===== config.mk =====
export PLATFORM = sky130hd
export DESIGN_NAME = fetch_unit_flat
export DESIGN_NICKNAME = d
export VERILOG_FILES = /design/src/rtl/fetch_unit_if.sv /design/src/rtl/fetch_unit.sv /design/src/flat_wrapper.sv
export SDC_FILE = /design/constraint.sdc
export NUM_CORES = 1
export LEC_CHECK = 0
export CELL_PAD_IN_SITES_DETAIL_PLACEMENT = 0
export CELL_PAD_IN_SITES_GLOBAL_PLACEMENT = 1
export CORE_ASPECT_RATIO = 0.6
export CORE_MARGIN = 2
export CORE_UTILIZATION = 39
export DETAILED_ROUTE_END_ITERATION = 10
export PLACE_DENSITY = 0.92
export SYNTH_ARGS = -nofsm -noshare
export SYNTH_HDL_FRONTEND = slang
export SYNTH_SLANG_ARGS = --single-unit

===== constraint.sdc =====
create_clock -name clk -period 4.55 [get_ports clk]
set_clock_uncertainty 0.2 [all_clocks]
set_input_delay 0.91 -clock clk [delete_from_list [all_inputs] [get_ports clk]]
set_output_delay 0.91 -clock clk [all_outputs]
set_load 0.02 [all_outputs]

===== src/rtl/fetch_unit_if.sv =====
// Instruction-memory request/response bus between the fetch stage and imem.
// Master drives the request; slave returns grant and the response beat.
interface fetch_unit_if #(
  parameter int XLEN = 32
);
  logic            imem_req;
  logic [XLEN-1:0] imem_addr;
  logic            imem_gnt;
  logic            imem_rvalid;
  logic [31:0]     imem_rdata;

  modport master (
    output imem_req,
    output imem_addr,
    input  imem_gnt,
    input  imem_rvalid,
    input  imem_rdata
  );

  modport slave (
    input  imem_req,
    input  imem_addr,
    output imem_gnt,
    output imem_rvalid,
    output imem_rdata
  );
endinterface


===== src/rtl/fetch_unit.sv =====
// Instruction-fetch stage: owns the PC, keeps one imem request outstanding,
// fills the IF/ID register and flushes wrong-path work on EX redirects.
//
// state  | meaning
// S_REQ  | request pc to imem (suppressed while IF/ID is stalled and full)
// S_WAIT | request accepted, awaiting the response beat
// S_HOLD | response buffered because IF/ID is blocked by decode
// S_DROP | wrong-path response still in flight, discard it on arrival
module fetch_unit #(
  parameter int              XLEN      = 32,
  parameter logic [XLEN-1:0] RESET_PC  = '0,
  parameter logic [31:0]     NOP_INSTR = 32'h0000_0013
) (
  input  logic            clk,
  input  logic            rst_n,
  input  logic            stall,
  input  logic            is_branch,
  input  logic            branch_taken,
  input  logic            jump,
  input  logic [XLEN-1:0] target_pc,
  fetch_unit_if.master    imem,
  output logic            if_valid,
  output logic [XLEN-1:0] if_pc,
  output logic [31:0]     if_instr,
  output logic            misaligned
);

  typedef enum logic [1:0] {
    S_REQ  = 2'd0,
    S_WAIT = 2'd1,
    S_HOLD = 2'd2,
    S_DROP = 2'd3
  } state_t;

  state_t          state;
  logic [XLEN-1:0] pc;
  logic [31:0]     hold_buf;

  logic redir;
  logic blocked;
  logic accept;

  assign redir   = (is_branch & branch_taken) | jump;
  assign blocked = stall & if_valid;
  assign accept  = imem.imem_req & imem.imem_gnt;

  // Gated by rst_n so no request escapes while reset is held.
  assign imem.imem_req  = rst_n & (state == S_REQ) & ~blocked;
  assign imem.imem_addr = pc;

  always_ff @(posedge clk or negedge rst_n) begin
    if (!rst_n) begin
      state      <= S_REQ;
      pc         <= RESET_PC;
      if_valid   <= 1'b0;
      if_pc      <= '0;
      if_instr   <= NOP_INSTR;
      misaligned <= 1'b0;
      hold_buf   <= '0;
    end else begin
      misaligned <= 1'b0;
      if (redir) begin
        // A misaligned target keeps the old pc but still flushes the pipe.
        if (target_pc[1:0] == 2'b00) pc <= target_pc;
        else                         misaligned <= 1'b1;
        if_valid <= 1'b0;
        if_instr <= NOP_INSTR;
        hold_buf <= '0;
        case (state)
          S_REQ:   state <= accept ? S_DROP : S_REQ;
          S_WAIT:  state <= imem.imem_rvalid ? S_REQ : S_DROP;
          S_DROP:  state <= imem.imem_rvalid ? S_REQ : S_DROP;
          default: state <= S_REQ;
        endcase
      end else begin
        if (!stall) if_valid <= 1'b0;
        case (state)
          S_REQ: begin
            if (accept) state <= S_WAIT;
          end
          S_WAIT: begin
            if (imem.imem_rvalid) begin
              if (blocked) begin
                hold_buf <= imem.imem_rdata;
                state    <= S_HOLD;
              end else begin
                if_pc    <= pc;
                if_instr <= imem.imem_rdata;
                if_valid <= 1'b1;
                pc       <= pc + XLEN'(4);
                state    <= S_REQ;
              end
            end
          end
          S_HOLD: begin
            if (!stall) begin
              if_pc    <= pc;
              if_instr <= hold_buf;
              if_valid <= 1'b1;
              pc       <= pc + XLEN'(4);
              state    <= S_REQ;
            end
          end
          S_DROP: begin
            if (imem.imem_rvalid) state <= S_REQ;
          end
          default: state <= S_REQ;
        endcase
      end
    end
  end

endmodule


===== src/flat_wrapper.sv =====
// flat-port wrapper written by rule: the top's interface ports become plain ports
module fetch_unit_flat 
#(
  parameter int              XLEN      = 32,
  parameter logic [XLEN-1:0] RESET_PC  = '0,
  parameter logic [31:0]     NOP_INSTR = 32'h0000_0013
)
  (clk, rst_n, stall, is_branch, branch_taken, jump, target_pc, if_valid, if_pc, if_instr, misaligned, imem_imem_req, imem_imem_addr, imem_imem_gnt, imem_imem_rvalid, imem_imem_rdata);
  fetch_unit_if #(.XLEN(XLEN)) imem_i ();
  input  logic clk;
  input  logic rst_n;
  input  logic stall;
  input  logic is_branch;
  input  logic branch_taken;
  input  logic jump;
  input  logic [XLEN-1:0] target_pc;
  output logic if_valid;
  output logic [XLEN-1:0] if_pc;
  output logic [31:0] if_instr;
  output logic misaligned;
  output wire logic [$bits(imem_i.imem_req)-1:0] imem_imem_req;
  output wire logic [$bits(imem_i.imem_addr)-1:0] imem_imem_addr;
  input wire logic [$bits(imem_i.imem_gnt)-1:0] imem_imem_gnt;
  input wire logic [$bits(imem_i.imem_rvalid)-1:0] imem_imem_rvalid;
  input wire logic [$bits(imem_i.imem_rdata)-1:0] imem_imem_rdata;
  assign imem_imem_req = imem_i.imem_req;
  assign imem_imem_addr = imem_i.imem_addr;
  assign imem_i.imem_gnt = imem_imem_gnt;
  assign imem_i.imem_rvalid = imem_imem_rvalid;
  assign imem_i.imem_rdata = imem_imem_rdata;
  fetch_unit #(.XLEN(XLEN), .RESET_PC(RESET_PC), .NOP_INSTR(NOP_INSTR)) u_core (.clk(clk), .rst_n(rst_n), .stall(stall), .is_branch(is_branch), .branch_taken(branch_taken), .jump(jump), .target_pc(target_pc), .imem(imem_i), .if_valid(if_valid), .if_pc(if_pc), .if_instr(if_instr), .misaligned(misaligned));
endmodule

# ---- After elaboration in Yosys (flattened, before gate mapping)
# Cells that the tools add are included.
# W data, S select, Z words.
dict set report totals {
  register_bits 132
  input_bits 72
  out_inout_bits 99
  word_cells 78
}
dict set report op_classes {
  n_addsub 1
  n_eq_ne 12
  mux 37
  bitwise_logic 8
  n_reduce_logical 13
}
# op n
set ops {}
lappend ops {{$mux W32} 16}
lappend ops {{$pmux W32 S2} 3}
lappend ops {{$add A32 B3 Y32 const B} 1}
lappend ops {{$mux W2} 8}
lappend ops {{$ne A3 B2 Y1 const B} 4}
lappend ops {{$reduce_and A5 Y1} 2}
lappend ops {{$ne A2 B2 Y1 const B} 4}
lappend ops {{$pmux W2 S4} 1}
lappend ops {{$reduce_and A4 Y1} 2}
lappend ops {{$reduce_bool A2 Y1} 4}
lappend ops {{$mux W1} 7}
lappend ops {{$and A1 B1 Y1} 5}
lappend ops {{$eq A2 B2 Y1 const B} 2}
lappend ops {{$logic_not A2 Y1} 2}
lappend ops {{$pmux W2 S2} 1}
lappend ops {{$ne A3 B1 Y1 const B} 1}
lappend ops {{$reduce_and A3 Y1} 1}
lappend ops {{$reduce_bool A3 Y1} 1}
lappend ops {{$eq A2 B1 Y1 const B} 1}
lappend ops {{$not A1 Y1} 2}
lappend ops {{$pmux W1 S2} 1}
lappend ops {{$reduce_or A2 Y1} 1}
lappend ops {{$or A1 B1 Y1} 1}

# ---- Depth between registers and ports, before layout
# Gate-level depths: netlist of run 1.
dict set report depth {
  word_depth 7
  ltp_mapped 9
  ltp_nobuf 7
}

# ---- Worst setup path after synthesis of run 1
# Ideal clock, no wire load.
dict set report synth_timing {
  path_type {input port to flip-flop}
  from {input is_branch}
  to {register u_core.pc[18], in the netlist u_core.imem.imem_addr[18]}
  setup_time_ns 0.130
  arrival_time_ns 2.130
  required_time_ns 4.220
  setup_slack_ns 2.089
  stages 7
  n_path_buf 3
  cell_sequence {a21o_1 > clkbuf_1 > a211o_1 > buf_2 > nand2_1 > buf_2 > a22oi_1}
}
dict set report synth_via {
  elab_chain_len 4
  word_cells_on_any_way 9
  classes_between {4 x eq/ne; 1 x mux; 2 x bitwise; 2 x reduce/logical}
}
# item line
set synth_rtl {}
lappend synth_rtl {{start: declaration} flat_wrapper.sv:13} ;# input logic is_branch;
lappend synth_rtl {{$and A1 B1 Y1 (*)} fetch_unit.sv:43} ;# assign redir = (is_branch & branch_taken) | jump;
lappend synth_rtl {{$or A1 B1 Y1 (*)} fetch_unit.sv:43}
lappend synth_rtl {{$ne A3 B2 Y1 (no line), or another cell as far along} -}
lappend synth_rtl {{$reduce_and A5 Y1 (no line)} -}
lappend synth_rtl {{end signal: assignment} fetch_unit.sv:64} ;# if (target_pc[1:0] == 2'b00) pc <= target_pc;
lappend synth_rtl {{end signal: assignment} fetch_unit.sv:90} ;# pc <= pc + XLEN'(4);
lappend synth_rtl {{end signal: assignment} fetch_unit.sv:100} ;# pc <= pc + XLEN'(4);
lappend synth_rtl {{end: declaration} fetch_unit.sv:36} ;# logic [XLEN-1:0] pc;
# Every way passes the cells marked *; elsewhere a longest branch is shown, timed or not.
# A chain may end at the register's enable or synchronous reset.

# ---- Final worst setup path of run 1
dict set report layout_timing {
  from {input stall}
  to {output imem_imem_req}
}
dict set report layout_via {
  elab_chain_len 3
}
# item line
set layout_rtl {}
lappend layout_rtl {{start: declaration} flat_wrapper.sv:12} ;# input logic stall;
lappend layout_rtl {{$and A1 B1 Y1} fetch_unit.sv:44} ;# assign blocked = stall & if_valid;
lappend layout_rtl {{$not A1 Y1} fetch_unit.sv:48} ;# assign imem.imem_req = rst_n & (state == S_REQ) & ~blocked;
lappend layout_rtl {{$and A1 B1 Y1} fetch_unit.sv:48}
lappend layout_rtl {{end: declaration} flat_wrapper.sv:21} ;# output wire logic [$bits(imem_i.imem_req)-1:0] imem_imem_req;
# No other way between the ends.

==> impl_metrics.prom, run 1 <==
# TYPE chip_impl_metric gauge
chip_impl_info{name="status",value="complete, no violations"} 1
chip_impl_metric{name="syn_area_per_cell",unit="µm²"} 9.165
chip_impl_metric{name="wire_length_of_the_first_global_routing_pass",unit="mm"} 29.59
chip_impl_metric{name="dieArea",unit="µm²"} 17210
chip_impl_metric{name="shortest_period_the_worst_path_allows",unit="ps"} 3426
chip_impl_metric{name="critPathMaxFanout",unit=""} 6
chip_impl_metric{name="drtAntennaViolNets",unit=""} 0
chip_impl_metric{name="timing.final.max_slew_violations",unit=""} 0
chip_impl_metric{name="postSynth.asyncResetShare",unit="%"} 100.0
chip_impl_metric{name="number_of_drc_markers_after_the_initial_detailed_route_iteration",unit=""} 421
chip_impl_metric{name="synth_enable_flop_cells",unit=""} 0
chip_impl_metric{name="insertion_delay",unit="ps"} 410
chip_impl_metric{name="r2r_setup_slack",unit="ps"} 1860
chip_impl_metric{name="cts.sink_count",unit=""} 132
chip_impl_metric{name="core.rowCount",unit=""} 35
chip_impl_info{name="rsz0062_at_grt",value="false"} 1
chip_impl_metric{name="post_cts.repair.setup_buffers",unit=""} 0
chip_impl_metric{name="timing.critical_path.arrival",unit="ps"} 2320
chip_impl_metric{name="max-cap-violations",unit=""} 0
chip_impl_metric{name="floorplan.initialDensity",unit="%"} 40.50
chip_impl_metric{name="ys_seq_area_share",unit="%"} 52.52
chip_impl_metric{name="fill_cells",unit=""} 1373
chip_impl_metric{name="leakagePower",unit="µW"} 0.003674
chip_impl_metric{name="setup_total_negative_slack",unit="ps"} 0
chip_impl_metric{name="clock_tree.buffer_depth",unit=""} 2
chip_impl_metric{name="dr.pass1.iters",unit=""} 7
chip_impl_metric{name="number_of_hold_repair_buffers_added_at_the_cts_stage",unit=""} 0
chip_impl_metric{name="grt_max_degree",unit=""} 68
chip_impl_metric{name="synth_cell_type_count",unit=""} 53
chip_impl_metric{name="cts_buffers",unit=""} 17
chip_impl_info{name="cts_root_buf",value="clkbuf_16"} 1
chip_impl_info{name="tritoncts",value="done"} 1
chip_impl_info{name="holdCritPathClass",value="flop to flop"} 1
chip_impl_info{name="commonest_cells_after_routing_fill_and_taps_aside",value="nand2_1 (186), clkdlybuf4s50_1 (169), dfrtp_1 (129)"} 1
chip_impl_metric{name="power.ir.vdd_worst",unit="mV"} 0.2779
chip_impl_metric{name="slew_headroom",unit="%"} 40.93
chip_impl_metric{name="floorplan.core_area",unit="µm²"} 15550
chip_impl_metric{name="numPortBuffers",unit=""} 170
chip_impl_metric{name="power_per_cell_area",unit="nW/µm²"} 671.9
chip_impl_metric{name="routedWlPerCell",unit="µm"} 17.26
chip_impl_metric{name="fin_crit_sh",unit="%"} 75.29
chip_impl_metric{name="net_count_after_synthesis",unit=""} 765
chip_impl_metric{name="synth.yosys.warnings",unit=""} 0
chip_impl_metric{name="design.final.nets",unit=""} 922
chip_impl_metric{name="clock_transition_time_at_the_flip_flop_clock_pins_of_the_worst_setup_and_hold_paths",unit="ps"} 70
chip_impl_metric{name="fin_hold_ws",unit="ps"} 274.0
chip_impl_metric{name="floorplan.die.height",unit="µm"} 102.4
chip_impl_metric{name="post_synthesis_instance_area",unit="µm²"} 6296
chip_impl_info{name="layout.cells.most_common",value="nand2_1"} 1
chip_impl_metric{name="n_antenna_cell",unit=""} 0
chip_impl_metric{name="syn_inst",unit=""} 687
chip_impl_metric{name="remaining_drc_errors",unit=""} 0
chip_impl_metric{name="route.detailed.vias_per_inst",unit=""} 5.328
chip_impl_metric{name="area_growth",unit="%"} 39.55
chip_impl_metric{name="worst_slew_pin_slew",unit="ps"} 886.0
chip_impl_metric{name="number_of_antenna_violations_at_the_first_check_in_global_routing",unit=""} 0
chip_impl_info{name="synth_flop_cell",value="dfrtp_1"} 1
chip_impl_metric{name="dp.final_hpwl",unit="mm"} 12.42
chip_impl_metric{name="chipWidth",unit="µm"} 168.0
chip_impl_metric{name="final_util",unit="%"} 56.52
chip_impl_metric{name="final_layout_size_suffix_gt1_share",unit="%"} 7.818
chip_impl_metric{name="grt-ovfl-total",unit=""} 0
chip_impl_info{name="path_class",value="input port to output pin"} 1
chip_impl_info{name="critical_path.endpoint_type",value="output pin"} 1
chip_impl_metric{name="first_global_vias",unit=""} 5335
chip_impl_metric{name="max_clock_freq",unit="GHz"} 0.2919
chip_impl_metric{name="grt.total_usage",unit="%"} 21.99
chip_impl_metric{name="final_hold_viol_count",unit=""} 0
chip_impl_metric{name="h_tree_lvls",unit=""} 4
chip_impl_metric{name="cts_resized",unit=""} 0
chip_impl_metric{name="routabilityCongestion",unit=""} 0.8048
chip_impl_metric{name="crit_path_required_time",unit="ps"} 3440
chip_impl_metric{name="setup_violations",unit=""} 0
chip_impl_metric{name="ys_ff_latch",unit=""} 132
chip_impl_metric{name="detail_route.wirelength",unit="mm"} 18.29
chip_impl_metric{name="num_vias",unit=""} 5648
chip_impl_info{name="timing.critical_path.from_type",value="input port"} 1
chip_impl_metric{name="boundary_pin_count",unit=""} 171
critical path, cell delays in order:
cell             delay [ps]
clkdlybuf4s50_1         520
nand2_1                 140
and3_1                  160
clkdlybuf4s50_1         590
final timing paths:
kind,startpoint,endpoint,cells past startpoint
setup / recovery,stall,imem_imem_req,4
hold / removal,u_core.if_pc[15],u_core.if_pc[15],2
setup reg to reg,u_core.state[0],u_core.imem.imem_addr[27],7
hold reg to reg,u_core.if_pc[15],u_core.if_pc[15],2
max in group asynchronous,rst_n,u_core.imem.imem_addr[31],3
min in group asynchronous,rst_n,u_core.if_instr[8],2
state kept, by name (all words and copies together), names as in the netlist:
name,count
u_core.hold_buf,32
u_core.imem.imem_addr,32
u_core.if_pc,32
u_core.if_valid,1
u_core.if_instr,32
u_core.state,2
u_core.misaligned,1
layout make-up:
type,instances,area (µm²),share of cell area (%)
sequential,132,3307,37.64
inverter,3,11.26,0.1282
clock inverter,13,125.1,1.424
timing repair buffer,185,1815,20.66
multi-input combinational,505,2830,32.21
tap,203,254.0,2.891
clock buffer,19,442.9,5.041
layer usage:
metal | share of wire, % | track usage (%)
met5 | 0 | 0
met4 | 0.49 | 4.147
met3 | 7.9 | 5.848
met2 | 41 | 30.83
met1 | 51 | 33.98
cells in the mapped netlist, types with 2 or more instances:
master	count	area, µm²
o211ai_1	2	15.01
o21a_1	3	22.52
nor2b_1	2	12.51
nor3_1	7	35.03
a31oi_1	6	37.54
and3_1	9	56.30
clkbuf_1	33	123.9
buf_2	9	45.04
nor4_4	2	42.54
and2_1	6	37.54
and4_1	2	17.52
or4_1	2	15.01
mux2i_1	35	350.3
a211oi_1	37	277.8
a21o_1	2	15.01
a211o_1	3	26.28
ha_1	6	75.07
a21oi_1	57	285.3
a311oi_1	2	17.52
inv_1	3	11.26
o22a_1	2	17.52
nand4_1	10	62.56
a2bb2oi_1	2	17.52
a32oi_1	2	17.52
dfstp_2	3	78.83
o21bai_1	2	15.01
a31o_2	4	35.03
buf_1	5	18.77
nor2_1	60	225.2
o22ai_1	5	31.28
nand2_1	186	698.2
o21ai_0	13	65.06
nand3_1	16	80.08
dfrtp_1	129	3228
a21boi_0	2	15.01
where the power goes:
part | internal [µW] | leakage [µW] | switching, µW | total [µW]
sequential | 1560 | 0.00169 | 361 | 1920
clock | 774 | 0.000274 | 545 | 1320
combinational | 1160 | 0.00171 | 1510 | 2670
cells by family (layout without fill, tap and decap cells):
kind of cell	Yosys count	in the layout	synth area share, %
fa+ha+maj	6	6	1.192
buf+inv	50	220	3.160
flops	132	132	52.52
mux	36	36	5.743
compound gates	156	156	16.20
simple gates	307	307	21.18
metrics by stage:
stage / worst slack [ps] / instances / total power [µW] / area, µm²
2_1_floorplan: 2089 / 687 / 3386 / 6296
4_1_cts: 1123 / 1060 / 5945 / 8786
6_report: 1124 / 1060 / 5903 / 8786
3_3_place_gp: 1135 / 1028 / 4554 / 8218
5_1_grt: 1080 / 1060 / 6285 / 8786
3_5_place_dp: 1137 / 1028 / 4598 / 8218
No activity file was read; power rests on OpenSTA's default activity.
==> run 2: changes to the inputs <==
--- a/config.mk
+++ b/config.mk
@@ -9,9 +9,9 @@
 export CELL_PAD_IN_SITES_GLOBAL_PLACEMENT = 1
 export CORE_ASPECT_RATIO = 0.6
 export CORE_MARGIN = 2
-export CORE_UTILIZATION = 39
+export CORE_UTILIZATION = 33
 export DETAILED_ROUTE_END_ITERATION = 10
-export PLACE_DENSITY = 0.92
+export PLACE_DENSITY = 0.83
 export SYNTH_ARGS = -nofsm -noshare
 export SYNTH_HDL_FRONTEND = slang
 export SYNTH_SLANG_ARGS = --single-unit
==> constraint.sdc (replaced) <==
create_clock -name clk -period 2.78 [get_ports clk]
set_clock_uncertainty 0.2 [all_clocks]
set_input_delay 0.556 -clock clk [delete_from_list [all_inputs] [get_ports clk]]
set_output_delay 0.556 -clock clk [all_outputs]
set_load 0.02 [all_outputs]
==> run 2 against run 1 <==
Worst setup slack got worse by 770 ps. Flip-flop and latch count did not move. Highest routed layer unchanged. Critical path depth rose by 4. Die area rose by 18%. Clock-buffer cell count rose by 2. Non-clock buffer count rose by 18. Combinational power rose by 75%. Routed wire length rose by 5.6%. Worst hold slack got worse by 170 ps.
==> impl_metrics.prom, run 2 (same netlist as run 1, synthesis figures left out) <==
# TYPE chip_impl_metric gauge
chip_impl_metric{name="number_of_drc_markers_after_the_initial_detailed_route_iteration",unit=""} 387
chip_impl_info{name="holdCritPathClass",value="input port to asynchronous set/reset pin"} 1
chip_impl_metric{name="critPathMaxFanout",unit=""} 17
chip_impl_metric{name="dp.final_hpwl",unit="mm"} 13.27
chip_impl_metric{name="final_hold_viol_count",unit=""} 0
chip_impl_metric{name="grt_max_degree",unit=""} 133
chip_impl_metric{name="number_of_antenna_violations_at_the_first_check_in_global_routing",unit=""} 0
chip_impl_metric{name="core.rowCount",unit=""} 39
chip_impl_metric{name="worst_slew_pin_slew",unit="ps"} 718.8
chip_impl_metric{name="boundary_pin_count",unit=""} 171
chip_impl_metric{name="dr.pass1.iters",unit=""} 5
chip_impl_metric{name="slew_headroom",unit="%"} 52.08
chip_impl_metric{name="routedWlPerCell",unit="µm"} 17.23
chip_impl_metric{name="dieArea",unit="µm²"} 20240
chip_impl_metric{name="timing.final.max_slew_violations",unit=""} 0
chip_impl_info{name="timing.critical_path.from_type",value="flop"} 1
chip_impl_metric{name="area_growth",unit="%"} 44.28
chip_impl_metric{name="number_of_hold_repair_buffers_added_at_the_cts_stage",unit=""} 0
chip_impl_metric{name="final_layout_size_suffix_gt1_share",unit="%"} 9.714
chip_impl_info{name="layout.cells.most_common",value="nand2_1"} 1
chip_impl_info{name="crit_path_start",value="u_core.state[0]"} 1
chip_impl_metric{name="wire_length_of_the_first_global_routing_pass",unit="mm"} 31.15
chip_impl_info{name="cts_root_buf",value="clkbuf_16"} 1
chip_impl_metric{name="max-cap-violations",unit=""} 0
chip_impl_metric{name="crit_path_setup_slack_layout",unit="ps"} 357.0
chip_impl_metric{name="clock_transition_time_at_the_flip_flop_clock_pins_of_the_worst_setup_and_hold_paths",unit="ps"} 60
chip_impl_info{name="status",value="complete, no violations"} 1
chip_impl_info{name="rsz0062_at_grt",value="false"} 1
chip_impl_metric{name="floorplan.die.height",unit="µm"} 111.0
chip_impl_metric{name="power_per_cell_area",unit="nW/µm²"} 1093
chip_impl_metric{name="crit_path_required_time",unit="ps"} 2880
chip_impl_metric{name="max_clock_freq",unit="GHz"} 0.4127
chip_impl_metric{name="drtAntennaViolNets",unit=""} 0
chip_impl_metric{name="grt.total_usage",unit="%"} 19.73
chip_impl_info{name="path_class",value="flop to flop"} 1
chip_impl_metric{name="shortest_period_the_worst_path_allows",unit="ps"} 2423
chip_impl_metric{name="chipWidth",unit="µm"} 182.3
chip_impl_metric{name="cts_buffers",unit=""} 17
chip_impl_metric{name="timing.critical_path.arrival",unit="ps"} 2530
chip_impl_metric{name="route.detailed.vias_per_inst",unit=""} 5.147
chip_impl_info{name="timing.critical_path.cells",value="inv_1 > ha_1 > a21bo_1 > a211o_1 > nand2_1 > buf_12 > a21oi_1 > a211oi_1"} 1
chip_impl_metric{name="setup_violations",unit=""} 0
chip_impl_metric{name="grt-ovfl-total",unit=""} 0
chip_impl_metric{name="numPortBuffers",unit=""} 170
chip_impl_metric{name="floorplan.core_area",unit="µm²"} 18880
chip_impl_metric{name="design.final.nets",unit=""} 940
chip_impl_info{name="globalRoute.busiestLayer",value="met1"} 1
chip_impl_metric{name="r2r_setup_slack",unit="ps"} 360
chip_impl_metric{name="met1_track_utilization_from_global_routing",unit="%"} 30.58
chip_impl_metric{name="h_tree_lvls",unit=""} 4
chip_impl_metric{name="setup_total_negative_slack",unit="ps"} 0
chip_impl_metric{name="num_vias",unit=""} 5770
chip_impl_metric{name="floorplan.initialDensity",unit="%"} 33.34
chip_impl_info{name="critical_path.endpoint_type",value="flop"} 1
chip_impl_metric{name="worst-path-buf-inv",unit=""} 2
chip_impl_info{name="tritoncts",value="done"} 1
chip_impl_metric{name="routabilityCongestion",unit=""} 0.8211
chip_impl_metric{name="n_antenna_cell",unit=""} 0
chip_impl_metric{name="leakagePower",unit="µW"} 0.003804
chip_impl_metric{name="cts.sink_count",unit=""} 132
chip_impl_metric{name="fill_cells",unit=""} 1753
chip_impl_metric{name="grt_util_met2",unit="%"} 26.36
chip_impl_metric{name="place_ws",unit="ps"} 64.58
chip_impl_metric{name="detail_route.wirelength",unit="mm"} 19.32
chip_impl_metric{name="clock_tree.buffer_depth",unit=""} 2
chip_impl_info{name="critical_path.reg2reg.startpoint",value="u_core.state[0]"} 1
chip_impl_metric{name="first_global_vias",unit=""} 5587
chip_impl_metric{name="cpPeakStageDelay",unit="ps"} 390
chip_impl_metric{name="gr-usage-met3",unit="%"} 6.012
chip_impl_metric{name="power.ir.vdd_worst",unit="mV"} 0.6473
chip_impl_info{name="commonest_cells_after_routing_fill_and_taps_aside",value="nand2_1 (186), clkdlybuf4s50_1 (168), dfrtp_1 (129)"} 1
chip_impl_metric{name="remaining_drc_errors",unit=""} 0
chip_impl_info{name="path_delay_family",value="compound AO/OA/AOI/OAI gates"} 1
chip_impl_info{name="crit_path_top_delay_cell",value="a211o_1"} 1
chip_impl_metric{name="fin_crit_sh",unit="%"} 87.16
chip_impl_metric{name="insertion_delay",unit="ps"} 410
==> run 2: cell count changes in the layout (fill, tap and decap cells not counted) <==
| cell | before | now |
|---|---|---|
| dlymetal6s2s_1 | 0 | 1 |
| clkdlybuf4s50_1 | 169 | 168 |
| clkbuf_8 | 1 | 3 |
| buf_4 | 15 | 25 |
| inv_6 | 3 | 0 |
| clkinvlp_4 | 2 | 5 |
| clkinv_4 | 5 | 3 |
| buf_12 | 0 | 8 |
==> run 2: where the power goes <==
part           switching (µW)  total (µW)  internal, µW
clock network             864        2170          1300
registers                 540        3090          2550
logic                    2590        4670          2090
total                    3990        9930          5930
==> run 2: final cells by class <==
type                       instances  area [µm²]  share of cell area, %
sequential                       132        3307                  36.40
clock buffer                      21       470.5                  5.179
tap                              246       307.8                  3.388
multi-input combinational        505        2830                  31.16
inverter                           3       11.26                 0.1240
timing repair buffer             203        2053                  22.60
clock inverter                    11       103.9                  1.143
==> run 2: path summary, 6_finish.rpt <==
check / end / depth (start not counted)
setup / recovery: u_core.imem.imem_addr[27] / 8
hold / removal: u_core.if_instr[16] / 2
setup reg to reg: u_core.imem.imem_addr[27] / 8
hold reg to reg: u_core.if_pc[18] / 2
max in group asynchronous: u_core.if_pc[4] / 2
min in group clk: u_core.if_pc[18] / 2
==> run 2: metrics by stage <==
| step | instance area (µm²) | util (%) | total power, µW | hold slack [ps] | cells |
|---|---|---|---|---|---|
| CTS | 9081 | 48.09 | 10020 | 141.7 | 1121 |
| floorplan | 6296 | - | 5542 | 60.41 | 687 |
| detailed placement | 8507 | 45.05 | 7804 | 262.7 | 1089 |
| global placement | 8507 | 45.05 | 7766 | 261.6 | 1089 |
| finish | 9084 | 48.10 | 9926 | 108.9 | 1121 |
| global route | 9084 | 48.10 | 10570 | 170.9 | 1121 |
==> run 2: timing repair <==
action,in CTS,in global routing
gates resized for setup,0,1
setup endpoints to repair,0,1
buffers inserted,0,0
==> run 2: worst register-to-register path: stages (launching register included) <==
cell      delay [ps]
dfrtp_1          370
inv_1            100
ha_1             340
a21bo_1          290
a211o_1          400
nand2_1          140
buf_12           160
a21oi_1           80
a211oi_1         240
==> run 2: routing by layer <==
metal	vias up	share of wire, %
li1	2750	-
met1	2786	51
met2	223	40
met3	11	8.3
met4	0	0.68
met5	-	0
==> run 3: changes to the inputs <==
--- a/config.mk
+++ b/config.mk
@@ -11,7 +11,9 @@
 export CORE_MARGIN = 2
 export CORE_UTILIZATION = 33
 export DETAILED_ROUTE_END_ITERATION = 10
+export GPL_ROUTABILITY_DRIVEN = 0
 export PLACE_DENSITY = 0.83
+export SKIP_LAST_GASP = 1
 export SYNTH_ARGS = -nofsm -noshare
 export SYNTH_HDL_FRONTEND = slang
 export SYNTH_SLANG_ARGS = --single-unit
==> results of run 3 <==
Same layout as run 2: the final DEF is identical, and so are final timing and power.
